<file path="src/rtl/flipper_move_sequencer_if.sv">
// Bundle between the keypad decoder, the move sequencer and the flipper position controller.
interface flipper_move_sequencer_if;
  logic               startOfFrame;
  logic               keyLeft;
  logic               keyRight;
  logic               pause;
  logic               reset_level;
  logic signed [10:0] ballCenterX;
  logic signed [10:0] flipperCenterX;
  logic               moveLeft;
  logic               moveRight;
  logic        [15:0] stepSpeed;
  logic               autoplayActive;

  modport master (
    output startOfFrame, keyLeft, keyRight, pause, reset_level, ballCenterX, flipperCenterX,
    input  moveLeft, moveRight, stepSpeed, autoplayActive
  );

  modport slave (
    input  startOfFrame, keyLeft, keyRight, pause, reset_level, ballCenterX, flipperCenterX,
    output moveLeft, moveRight, stepSpeed, autoplayActive
  );
endinterface

</file>
<file path="src/rtl/flipper_move_sequencer.sv">
// Per-frame flipper move sequencer: key arbitration, step-speed ramp and optional attract-mode
// autoplay (present only when FLIPPER_AUTOPLAY_EN is defined).
module flipper_move_sequencer #(
  parameter int unsigned IDLE_FRAMES = 600,
  parameter int unsigned DEADBAND    = 8,
  parameter int unsigned SPEED_MIN   = 200,
  parameter int unsigned SPEED_MAX   = 800,
  parameter int unsigned SPEED_STEP  = 100
) (
  input logic                     clk,
  input logic                     resetN,
  flipper_move_sequencer_if.slave bus
);
  localparam logic [1:0] DIR_NONE  = 2'd0;
  localparam logic [1:0] DIR_LEFT  = 2'd1;
  localparam logic [1:0] DIR_RIGHT = 2'd2;

  logic        key_left_d, key_right_d;
  logic        rise_left, rise_right;
  logic [1:0]  last_pressed, last_pressed_nxt;
  logic [1:0]  player_dir, dir, prev_dir;
  logic        move_left_q, move_right_q;
  logic [15:0] step_speed_q, speed_ramped;
  logic [16:0] speed_sum;
  logic        autoplay_q;

  // Edge detectors survive reset_level so last-pressed tracking stays coherent across a restart.
  always_comb begin
    rise_left  = bus.keyLeft  & ~key_left_d;
    rise_right = bus.keyRight & ~key_right_d;
  end

  always_comb begin
    last_pressed_nxt = last_pressed;
    if (rise_right)     last_pressed_nxt = DIR_RIGHT;
    else if (rise_left) last_pressed_nxt = DIR_LEFT;
  end

  always_comb begin
    player_dir = DIR_NONE;
    if (bus.keyLeft && bus.keyRight) player_dir = last_pressed_nxt;
    else if (bus.keyLeft)            player_dir = DIR_LEFT;
    else if (bus.keyRight)           player_dir = DIR_RIGHT;
  end

  always_ff @(posedge clk or negedge resetN) begin
    if (!resetN) begin
      key_left_d   <= 1'b0;
      key_right_d  <= 1'b0;
      last_pressed <= DIR_NONE;
    end else begin
      key_left_d   <= bus.keyLeft;
      key_right_d  <= bus.keyRight;
      last_pressed <= last_pressed_nxt;
    end
  end

`ifdef FLIPPER_AUTOPLAY_EN
  localparam logic [0:0]         ST_MANUAL = 1'b0;
  localparam logic [0:0]         ST_AUTO   = 1'b1;
  localparam int unsigned        IDLE_W    = $clog2(IDLE_FRAMES + 1);
  localparam logic signed [11:0] DB        = 12'(DEADBAND);

  logic [0:0]         state;
  logic [IDLE_W-1:0]  idle_cnt;
  logic signed [11:0] diff;
  logic [1:0]         auto_dir;
  logic               any_key;

  always_comb begin
    any_key = bus.keyLeft | bus.keyRight;
    diff    = {bus.ballCenterX[10], bus.ballCenterX} - {bus.flipperCenterX[10], bus.flipperCenterX};
    auto_dir = DIR_NONE;
    if (diff > DB)       auto_dir = DIR_RIGHT;
    else if (diff < -DB) auto_dir = DIR_LEFT;
    dir        = (state == ST_AUTO) ? auto_dir : player_dir;
    autoplay_q = (state == ST_AUTO);
  end

  // The frame that completes the idle count still moves on player input; AUTO steers from the next one.
  always_ff @(posedge clk or negedge resetN) begin
    if (!resetN) begin
      state    <= ST_MANUAL;
      idle_cnt <= '0;
    end else if (bus.reset_level) begin
      state    <= ST_MANUAL;
      idle_cnt <= '0;
    end else if (state == ST_AUTO) begin
      if (any_key) state <= ST_MANUAL;
    end else if (any_key) begin
      idle_cnt <= '0;
    end else if (bus.startOfFrame && !bus.pause) begin
      if (idle_cnt >= IDLE_W'(IDLE_FRAMES - 1)) begin
        state    <= ST_AUTO;
        idle_cnt <= '0;
      end else begin
        idle_cnt <= idle_cnt + IDLE_W'(1);
      end
    end
  end
`else
  logic unused_autoplay_inputs;

  always_comb begin
    dir        = player_dir;
    autoplay_q = 1'b0;
  end

  assign unused_autoplay_inputs = ^{bus.ballCenterX, bus.flipperCenterX,
                                    32'(IDLE_FRAMES), 32'(DEADBAND)};
`endif

  always_comb begin
    speed_sum    = {1'b0, step_speed_q} + 17'(SPEED_STEP);
    speed_ramped = (speed_sum > 17'(SPEED_MAX)) ? 16'(SPEED_MAX) : speed_sum[15:0];
  end

  always_ff @(posedge clk or negedge resetN) begin
    if (!resetN) begin
      move_left_q  <= 1'b0;
      move_right_q <= 1'b0;
      step_speed_q <= '0;
      prev_dir     <= DIR_NONE;
    end else if (bus.reset_level) begin
      move_left_q  <= 1'b0;
      move_right_q <= 1'b0;
      step_speed_q <= '0;
      prev_dir     <= DIR_NONE;
    end else if (bus.startOfFrame) begin
      if (bus.pause) begin
        move_left_q  <= 1'b0;
        move_right_q <= 1'b0;
      end else begin
        move_left_q  <= (dir == DIR_LEFT);
        move_right_q <= (dir == DIR_RIGHT);
        prev_dir     <= dir;
        if (dir == DIR_NONE)      step_speed_q <= '0;
        else if (dir == prev_dir) step_speed_q <= speed_ramped;
        else                      step_speed_q <= 16'(SPEED_MIN);
      end
    end
  end

  assign bus.moveLeft       = move_left_q;
  assign bus.moveRight      = move_right_q;
  assign bus.stepSpeed      = step_speed_q;
  assign bus.autoplayActive = autoplay_q;
endmodule

</file>
<file path="src/flat_wrapper.sv">
// flat-port wrapper written by rule: the top's interface ports become plain ports
module flipper_move_sequencer_flat 
#(
  parameter int unsigned IDLE_FRAMES = 600,
  parameter int unsigned DEADBAND    = 8,
  parameter int unsigned SPEED_MIN   = 200,
  parameter int unsigned SPEED_MAX   = 800,
  parameter int unsigned SPEED_STEP  = 100
)
  (clk, resetN, bus_startOfFrame, bus_keyLeft, bus_keyRight, bus_pause, bus_reset_level, bus_ballCenterX, bus_flipperCenterX, bus_moveLeft, bus_moveRight, bus_stepSpeed, bus_autoplayActive);
  flipper_move_sequencer_if bus_i ();
  input logic clk;
  input logic resetN;
  input wire logic [$bits(bus_i.startOfFrame)-1:0] bus_startOfFrame;
  input wire logic [$bits(bus_i.keyLeft)-1:0] bus_keyLeft;
  input wire logic [$bits(bus_i.keyRight)-1:0] bus_keyRight;
  input wire logic [$bits(bus_i.pause)-1:0] bus_pause;
  input wire logic [$bits(bus_i.reset_level)-1:0] bus_reset_level;
  input wire logic [$bits(bus_i.ballCenterX)-1:0] bus_ballCenterX;
  input wire logic [$bits(bus_i.flipperCenterX)-1:0] bus_flipperCenterX;
  output wire logic [$bits(bus_i.moveLeft)-1:0] bus_moveLeft;
  output wire logic [$bits(bus_i.moveRight)-1:0] bus_moveRight;
  output wire logic [$bits(bus_i.stepSpeed)-1:0] bus_stepSpeed;
  output wire logic [$bits(bus_i.autoplayActive)-1:0] bus_autoplayActive;
  assign bus_i.startOfFrame = bus_startOfFrame;
  assign bus_i.keyLeft = bus_keyLeft;
  assign bus_i.keyRight = bus_keyRight;
  assign bus_i.pause = bus_pause;
  assign bus_i.reset_level = bus_reset_level;
  assign bus_i.ballCenterX = bus_ballCenterX;
  assign bus_i.flipperCenterX = bus_flipperCenterX;
  assign bus_moveLeft = bus_i.moveLeft;
  assign bus_moveRight = bus_i.moveRight;
  assign bus_stepSpeed = bus_i.stepSpeed;
  assign bus_autoplayActive = bus_i.autoplayActive;
  flipper_move_sequencer #(.IDLE_FRAMES(IDLE_FRAMES), .DEADBAND(DEADBAND), .SPEED_MIN(SPEED_MIN), .SPEED_MAX(SPEED_MAX), .SPEED_STEP(SPEED_STEP)) u_core (.clk(clk), .resetN(resetN), .bus(bus_i));
endmodule
</file>
<file path="config.mk">
export PLATFORM = sky130hd
export DESIGN_NAME = flipper_move_sequencer_flat
export DESIGN_NICKNAME = d
export VERILOG_FILES = /design/src/rtl/flipper_move_sequencer_if.sv /design/src/rtl/flipper_move_sequencer.sv /design/src/flat_wrapper.sv
export SDC_FILE = /design/constraint.sdc
export NUM_CORES = 1
export LEC_CHECK = 0
export BUFFER_PORTS_ARGS = -buffer_cell sky130_fd_sc_hd__buf_2
export CORE_ASPECT_RATIO = 0.6
export CORE_MARGIN = 2
export CORE_UTILIZATION = 40
export CTS_CLUSTER_DIAMETER = 40
export CTS_CLUSTER_SIZE = 16
export DETAILED_ROUTE_END_ITERATION = 7
export MAX_ROUTING_LAYER = met4
export PLACE_DENSITY_LB_ADDON = 0.05
export SYNTH_ARGS = -nofsm -noshare
export SYNTH_HDL_FRONTEND = slang
export SYNTH_SLANG_ARGS = --single-unit
</file>
<file path="constraint.sdc">
create_clock -name clk -period 2.65 [get_ports clk]
set_input_delay 0 -clock clk [delete_from_list [all_inputs] [get_ports clk]]
set_output_delay 0 -clock clk [all_outputs]
set_load 0.02 [all_outputs]
</file>
==> impl_metrics.toml, run 1 <==
[floorplanning]
dieHeight_microns = 49.73
die_area_sq_mm = 0.003988
pin_count = 48
initial_utilization = 0.4220
num_rows = 16
die_w_microns = 80.21
fp.coreArea_sq_mm = 0.003303

[clocking]
numClockSinks = 22
root_buffer = "clkbuf_8"
clkLatencyLatePin_ns = 0.26
cts_tree = "yes"
post_cts_resized = 0
cts.htree.levels = 1
clk_transition_reported_paths_ns = 0.08
cts_made_buffers = 3
clockBufferDepth = 2

[detailed_routing]
wl_per_cell_microns = 16.40
drt_iter0_markers = 289
drc = 0
first_pass_iters = 5
route.vias.total = 1393
wirelength_mm = 3.838
ant_nets = 0
avgViaCountPerCell = 5.953

[timing]
setup_viol = 0
fmax_ghz = 0.4323
rsz0062_at_grt = "no"
fin_ws_ns = 0.3365
tns_ns = 0
finalMaxSlewViolations = 0
finalClockSkew_ns = 0.005165
fin_crit_sh = 0.8730
tightest_slew_ns = 0.7117
period_needed_ns = 2.313
slew_headroom = 0.5238
hold_viol = 0

[logic_synthesis]
synth-seq-cells = 22
synth_largest_area_cell = "dfrtp_1"
syn_inst = 156
synth_area_leaders = "dfrtp_1, a21oi_1, nand3_1"
synth_top_area_frac = 0.3950
synth_edf_count = 0
synthFlopType = "dfrtp_1"
avgSynthCellArea_sq_um = 8.935
yosys.cell_types.count = 52
synth.yosys.seq_area_share = 0.3950
syn_area_sq_mm = 0.001394
yosys_warnings = 0
async_reset_ff_frac = 1.000

[global_route]
antenna_found_initial = 0
overflow = 0
first_global_vias = 1215
grt_pass1_wl_mm = 6.334
grt_use_total = 0.2141
grt_max_degree = 23

[setup_path]
crit_path_cell_trace = "nand2_1, or4_1, a31oi_1, a21oi_1, o21ai_4, o2111ai_1, a22o_1"
path_delay_family = "compound AO/OA/AOI/OAI gates"
rrSetupSlack_ns = 0.34
slowest_stage = "dfrtp_1"
crit_type = "flop to flop"
endpoint_kind = "flop"
cp_data_required_time_ns = 2.79
critPathBufInv = 0
cp_max_fo = 10
cpPeakStageDelay_ns = 0.49
arrival_ns = 2.46
startpoint_type = "flop"

[power_and_ir_drop]
powerDensity_mw_per_mm2 = 470.0
seq_power_share = 0.489
cellLeakagePower_uw = 0.0007632
intPower_uw = 532.7
power.total_uw = 788.1
pwr-share-clk = 0.255
swShare = 0.3240
ir_worst_vdd_uv = 198.4
combPwrFrac = 0.256
switching_power_uw = 255.3

[run]
maxCapViolCount = 0

[placed_design]
place_ws_ns = 0.4143
place_congestion = 0.8614
dp_hpwl_mm = 2.838
io_buffers = 22

[hold_path]
min_path_type = "primary input to flop"

[finish]
area_growth_pct = 20.29
layout.nets = 222
diodes = 0
drive_gt1_frac = 0.2328
final_cell_mix = "buf_2, dfrtp_1, nor2_1, buf_4"
fillers = 337

[run_status]
status = "finished, final reports clean"
==> cell type report <==
cell class | instances | area [sq um] | area share
well taps | 45 | 56.30 | 0.03358
repair buffers | 36 | 222.7 | 0.1328
inverters | 5 | 18.77 | 0.01119
multi-input cells | 123 | 787.0 | 0.4694
clock buffers | 3 | 41.29 | 0.02463
flip-flops and latches | 22 | 550.5 | 0.3284
==> cell usage after synthesis, drive strengths merged, types with 2 or more instances <==
cell,number
o31ai,2
nand3,10
dfrtp,22
xor2,2
o21ai,8
a31oi,2
buf,4
nand4b,2
and2,8
a22o,3
clkbuf,4
nor4,4
nor2b,2
nor3,2
a211oi,3
o2111ai,2
ha,2
o22ai,3
a21o,2
inv,5
and3,2
a21oi,10
nand2,10
nand2b,4
nand4,4
nor2,12
a2111oi,2
==> per-stage QoR <==
stage / hold WS, ns / instance area (sq um) / utilization / instances
after floorplan: -0.2956 / 1401 / - / 158
after global placement: -0.01412 / 1605 / 0.4860 / 228
after detailed placement: -0.006405 / 1605 / 0.4860 / 228
after CTS: 0.01043 / 1677 / 0.5076 / 234
after global routing: 0.03776 / 1677 / 0.5076 / 234
final: 0.01876 / 1677 / 0.5076 / 234
==> registers in the layout, indices dropped and copies added (netlist names) <==
| signal | flops |
|---|---|
| u_core.bus.moveLeft | 1 |
| u_core.bus.stepSpeed | 14 |
| u_core.key_left_d | 1 |
| u_core.key_right_d | 1 |
| u_core.prev_dir | 2 |
| u_core.last_pressed | 2 |
| u_core.bus.moveRight | 1 |
==> power by group through the flow <==
stage	Clock (uW)	Sequential [uW]	Combinational [uW]
global placement	0	390	190
CTS	213	385	196
global route	231	391	219
floorplan	0	400	115
detailed placement	0	391	192
finish	201	386	202
==> metal layers <==
layer  share of wire  track usage
met1            0.51       0.3318
met3           0.085      0.04762
met4          0.0021      0.02542
met5               0            -
met2            0.40       0.2917
==> worst reg2reg max path: cells and delay by family, from the launching register on <==
family | cells | cell delay, ns
and+or+nand+nor | 2 | 0.68
AOI/OAI and AO/OA | 5 | 1.02
DFF | 1 | 0.49
==> final timing paths <==
path,end,from,cells past startpoint
max,u_core.bus.stepSpeed[9],u_core.bus.stepSpeed[4],7
max reg2reg,u_core.bus.stepSpeed[9],u_core.bus.stepSpeed[4],7
min reg2reg,u_core.last_pressed[0],u_core.last_pressed[0],1
max in group asynchronous,u_core.bus.stepSpeed[8],resetN,2
min in group asynchronous,u_core.last_pressed[1],resetN,2
min,u_core.bus.moveRight,bus_startOfFrame,3
==> cell families after synthesis <==
group | after synthesis | synth area share
compound gates | 48 | 0.2540
xor+xnor | 2 | 0.01257
fa+ha+maj | 2 | 0.01795
buf+inv | 13 | 0.04578
flops | 22 | 0.3950
other cells | 1 | 0.002690
simple gates | 68 | 0.2720
==> repair_timing <==
item,CTS,global route
hold endpoints to repair,24,0
hold buffers,3,0
buffers inserted,0,0
No activity file was read; power rests on OpenSTA's default activity.
==> run 2, diff against run 1 <==
--- a/config.mk
+++ b/config.mk
@@ -5,6 +5,7 @@
 export SDC_FILE = /design/constraint.sdc
 export NUM_CORES = 1
 export LEC_CHECK = 0
+export ABC_AREA = 1
 export BUFFER_PORTS_ARGS = -buffer_cell sky130_fd_sc_hd__buf_2
 export CORE_ASPECT_RATIO = 0.6
 export CORE_MARGIN = 2
==> run 2 against run 1 <==
Against the previous run: global-route usage fell by 4.3 points; sequential power decreased by 7.3%; maximum frequency is 21% higher; non-clock buffer count down 11; count of clock-buffer cells in the layout up 1; clock power increased by 18%; sequential share of layout area increased by 4.7 points; critical endpoint is now u_core.bus.stepSpeed[8]; combinational power down 53%; routed wire length decreased by 31%; cell area fell by 12%; largest cell class unchanged; highest routed layer unchanged; power down 12%.
==> impl_metrics.toml, run 2 <==
[detailed_routing]
routed-wl-met2_mm = 1.071
drt_iter0_markers = 34
drc = 0
wl_per_cell_microns = 11.01
ant_nets = 0
wl_met3_microns = 139
route.top_layer_used = "met4"
wl_met1_mm = 1.434
first_pass_iters = 4
wirelength_mm = 2.654
avgViaCountPerCell = 4.473
route.vias.total = 1078

[logic_synthesis]
yosys.cell_types.count = 25
synth_largest_area_cell = "dfrtp_1"
synth_area_leaders = "dfrtp_1, nand2_1, inv_1"
avgSynthCellArea_sq_um = 7.245
syn_area_sq_mm = 0.001246
synthFlopType = "dfrtp_1"
synth_most_common_cell = "nand2_1"
synth_common_cells = "nand2_1, inv_1, dfrtp_1"
synth_top_area_frac = 0.4418
async_reset_ff_frac = 1.000
yosys_warnings = 0
synth-seq-cells = 22
syn_inst = 172
synth.yosys.seq_area_share = 0.4418
synth_edf_count = 0

[global_route]
first_global_vias = 1037
antenna_found_initial = 0
overflow = 0
grt_use_total = 0.1714
grt_pass1_wl_mm = 4.554
grt_max_degree = 23

[finish]
largest_reg_flops = 14
drive_gt1_frac = 0.1960
final_util = 0.5013
final_cell_mix = "nand2_1, inv_1, buf_2, dfrtp_1"
instances_no_fill = 241
area_growth_pct = 17.77
layout_commonest_cell = "nand2_1"
diodes = 0
layout.nets = 231

[clocking]
hold_buffers = 3
cts.htree.levels = 1
root_buffer = "clkbuf_8"
clk_transition_reported_paths_ns = 0.08
clkLatencyLatePin_ns = 0.26
numClockSinks = 22
clockBufferDepth = 2
cts_made_buffers = 3
post_cts_buffers = 0
post_cts_resized = 0
cts_tree = "yes"

[floorplanning]
dieHeight_microns = 47.24
die_area_sq_mm = 0.003593
initial_utilization = 0.4256
pin_count = 48
num_rows = 15
fp.coreArea_sq_mm = 0.002928
die_w_microns = 76.06

[timing]
fin_crit_sh = 0.7196
tightest_slew_ns = 0.5031
finalMaxSlewViolations = 0
tns_ns = 0
finalClockSkew_ns = 0.003370
setup_viol = 0
fin_hold_ws_ns = 0.03958
rsz0062_at_grt = "no"
fmax_ghz = 0.5244
slew_headroom = 0.6646
period_needed_ns = 1.907
hold_viol = 0

[setup_path]
slowest_stage = "dfrtp_1"
startpoint_type = "flop"
crit_path_cell_trace = "ha_1, nand2_1, nand2_4, nand2_1, nand2_1, nand2_1, nand4_1, nor2_2, nand2_2, clkinv_2, nand2_1, nand2_1, nand2_1"
cp_data_required_time_ns = 2.81
cp_common_cell = "nand2_1"
crit_type = "flop to flop"
arrival_ns = 2.07
rrSetupSlack_ns = 0.74
path_delay_family = "simple AND/OR/NAND/NOR gates"
cp_max_fo = 7
cpPeakStageDelay_ns = 0.45
endpoint_kind = "flop"
critPathBufInv = 1

[run]
maxCapViolCount = 0

[placed_design]
io_buffers = 22
dp.cells = 234
place_congestion = 0.8431
dp_hpwl_mm = 2.014

[power_and_ir_drop]
power.total_uw = 691.1
ir_worst_vdd_uv = 233.8
cellLeakagePower_uw = 0.0008535
powerDensity_mw_per_mm2 = 470.9

[run_status]
status = "finished, final reports clean"

[hold_path]
min_path_type = "primary input to flop"
[run 2: cell types whose count changed in the layout (fill, tap and decap cells not counted), moves of 6 or more]
cell     change
a21oi_1      -8
and2_1       -7
buf_4       -11
inv_1       +23
nand2_1     +56
o21ai_0      -6
[run 2: path summary, 6_finish.rpt]
path / startpoint / end / cells past startpoint
setup / recovery: u_core.bus.stepSpeed[2] / u_core.bus.stepSpeed[8] / 13
setup reg to reg: u_core.bus.stepSpeed[2] / u_core.bus.stepSpeed[8] / 13
hold reg to reg: u_core.last_pressed[1] / u_core.last_pressed[1] / 2
max in group asynchronous: resetN / u_core.bus.stepSpeed[9] / 2
hold / removal: bus_pause / u_core.bus.moveLeft / 4
min in group asynchronous: resetN / u_core.key_right_d / 2
[run 2: cells by family after synthesis]
family                     share of synthesized area
and+or+nand+nor                               0.3715
AOI/OAI and AO/OA                            0.04116
other                                       0.003009
xor gates and xnor gates                    0.007029
adders and majority gates                    0.02008
buffers and inverters                         0.1155
DFF                                           0.4418
[run 2: final cells by class]
cell class	count	area [sq um]
Multi-Input combinational cell	119	559.3
Timing Repair Buffer	25	140.1
Tap cell	42	52.55
Inverter	29	110.1
Sequential cell	22	550.5
Clock buffer	4	55.05
Fill cell	308	1460
[run 2: worst min-delay path, delay by kind of cell]
| kind | cells | cell delay (ns) |
|---|---|---|
| buffers and inverters | 2 | 0.11 |
| AO/OA/AOI/OAI | 1 | 0.08 |
| AND/OR/NAND/NOR | 1 | 0.07 |
[run 2: routing by layer]
layer,vias to the layer above,track usage
li1,573,-
met1,479,0.2197
met5,-,-
met2,24,0.2661
met4,0,0.05455
met3,2,0.05192
[run 2: power by group]
group	total, uW	internal, uW	switching [uW]
registers	358	347	10.8
clock network	237	132	105
logic	95.5	31.4	64.1
[run 2: stage by stage]
| step | setup WS [ns] | area, sq um |
|---|---|---|
| floorplan | 0.9173 | 1254 |
| global placement | 0.8126 | 1383 |
| detailed placement | 0.7972 | 1383 |
| CTS | 0.7701 | 1468 |
| global route | 0.5622 | 1468 |
| finish | 0.7431 | 1468 |
==> run 3, diff against run 2 <==
==> constraint.sdc (replaced) <==
create_clock -name clk -period 1.9 [get_ports clk]
set_input_delay 0 -clock clk [delete_from_list [all_inputs] [get_ports clk]]
set_output_delay 0 -clock clk [all_outputs]
set_load 0.02 [all_outputs]
==> run 3 against run 2 <==
Against the previous run: cell count is 0.83% higher; sequential share of layout area is 0.63 points lower; critical path depth stayed put; non-clock buffer count rose by 2; worst hold slack worse by 0.0013 ns; setup slack worse by 0.55 ns; critical endpoint is now u_core.bus.stepSpeed[9]; largest cell class unchanged; highest routed layer unchanged.
==> impl_metrics.toml, run 3 (same netlist as run 2, synthesis figures left out) <==
[timing]
period_needed_ns = 1.711
fmax_ghz = 0.5843
finalMaxSlewViolations = 0
setup_viol = 0
tightest_slew_ns = 0.5159
finalClockSkew_ns = 0.006637
fin_crit_sh = 0.9007
hold_viol = 0
rsz0062_at_grt = "no"
slew_headroom = 0.6560
tns_ns = 0

[global_route]
first_global_vias = 963
antenna_found_initial = 0
grt_pass1_wl_mm = 4.429
overflow = 0
grt_max_degree = 23
grt_use_total = 0.1659

[clocking]
root_buffer = "clkbuf_8"
cts.htree.levels = 1
cts_made_buffers = 3
clockBufferDepth = 2
post_cts_buffers = 0
cts_tree = "yes"
clk_transition_reported_paths_ns = 0.09
numClockSinks = 22
clkLatencyLatePin_ns = 0.27

[finish]
final_cell_mix = "nand2_1, inv_1, buf_2, dfrtp_1"
instances_no_fill = 243
design_area_sq_mm = 0.001493
layout_commonest_cell = "nand2_1"
final_util = 0.5098
area_growth_pct = 19.78
diodes = 0
drive_gt1_frac = 0.2139
layout.nets = 233
largest_reg_flops = 14

[setup_path]
path_delay_family = "simple AND/OR/NAND/NOR gates"
cp_data_required_time_ns = 2.07
slowest_stage = "dfrtp_1"
crit_type = "flop to flop"
startpoint_type = "flop"
cp_common_cell = "nand2_1"
cpPeakStageDelay_ns = 0.39
arrival_ns = 1.88
endpoint_kind = "flop"
crit_path_cell_trace = "ha_1, nand2_2, nand2_1, nand2_1, nand2_1, inv_1, nand3_2, a21oi_2, nand2_2, clkinv_2, nand2_1, nand2_1, nand2_1"
cp_max_fo = 4
critPathBufInv = 2

[floorplanning]
initial_utilization = 0.4256
fp.coreArea_sq_mm = 0.002928
num_rows = 15
die_w_microns = 76.06
pin_count = 48
dieHeight_microns = 47.24
die_area_sq_mm = 0.003593

[detailed_routing]
route.vias.total = 1091
wl_per_cell_microns = 10.60
first_pass_iters = 4
drt_iter0_markers = 35
wirelength_mm = 2.577
ant_nets = 0
avgViaCountPerCell = 4.490
drc = 0

[hold_path]
min_path_type = "primary input to flop"

[run_status]
status = "finished, final reports clean"

[placed_design]
dp.cells = 236
dp_hpwl_mm = 2.002
place_area_sq_mm = 0.001398
place_congestion = 0.8285
io_buffers = 22

[power_and_ir_drop]
powerDensity_mw_per_mm2 = 655.9
ir_worst_vdd_uv = 370.5
cellLeakagePower_uw = 0.0008685

[run]
maxCapViolCount = 0
run 3: cell count changes in the layout (fill, tap and decap cells not counted):
cell	change
nor2_4	+1
nand2_1	-2
nor2_2	-1
nand2_2	+2
buf_4	+2
run 3: path summary, 6_finish.rpt:
kind	from	end	slack [ns]	depth (start not counted)
worst max-delay path	u_core.bus.stepSpeed[2]	u_core.bus.stepSpeed[9]	0.19	13
worst min-delay path	bus_pause	u_core.bus.moveLeft	0.04	4
worst max register to register	u_core.bus.stepSpeed[2]	u_core.bus.stepSpeed[9]	0.19	13
worst min register to register	u_core.last_pressed[1]	u_core.last_pressed[1]	0.49	2
max in group asynchronous	resetN	u_core.prev_dir[1]	1.32	2
min in group asynchronous	resetN	u_core.last_pressed[1]	0.23	2
run 3: where the power goes:
part / total (uW) / switching (uW) / internal [uW]
Sequential: 496 / 11.9 / 484
Clock: 344 / 159 / 185
Combinational: 139 / 92.3 / 46.5
run 3: tightest hold or removal path, cell delays in order:
cell,delay [ns]
buf_2,0.07
inv_1,0.04
nand3_1,0.07
o22ai_1,0.08
run 3: layer usage:
layer / GRT usage / wire, microns / vias up
met2: 0.2464 / 976 / 30
met4: 0.04364 / 21 / 0
met5: - / 0 / -
li1: - / - / 574
met1: 0.2249 / 1404 / 483
met3: 0.04808 / 175 / 4
run 3: what timing repair did:
action | 4_1_cts | 5_1_grt
hold buffers | 3 | 0
resized for setup | 0 | 3
setup endpoints to repair | 0 | 6
endpoints found under the hold margin | 24 | 0
run 3: per-stage QoR:
| stage | total power [uW] | setup WS, ns | hold WS [ns] |
|---|---|---|---|
| 2_1_floorplan | 601.0 | 0.1673 | -0.2956 |
| 3_3_place_gp | 637.4 | 0.1551 | -0.004044 |
| 3_5_place_dp | 640.8 | 0.1423 | 0.004979 |
| 4_1_cts | 994.4 | 0.1322 | 0.02685 |
| 5_1_grt | 1037 | 0.01675 | 0.04971 |
| 6_report | 979.1 | 0.1887 | 0.03829 |
run 3: layout make-up:
type,count,area [sq um]
repair buffers,27,155.1
well taps,42,52.55
fillers,302,1435
multi-input cells,119,569.3
clock buffers,4,55.05
inverters,29,110.1
flip-flops and latches,22,550.5
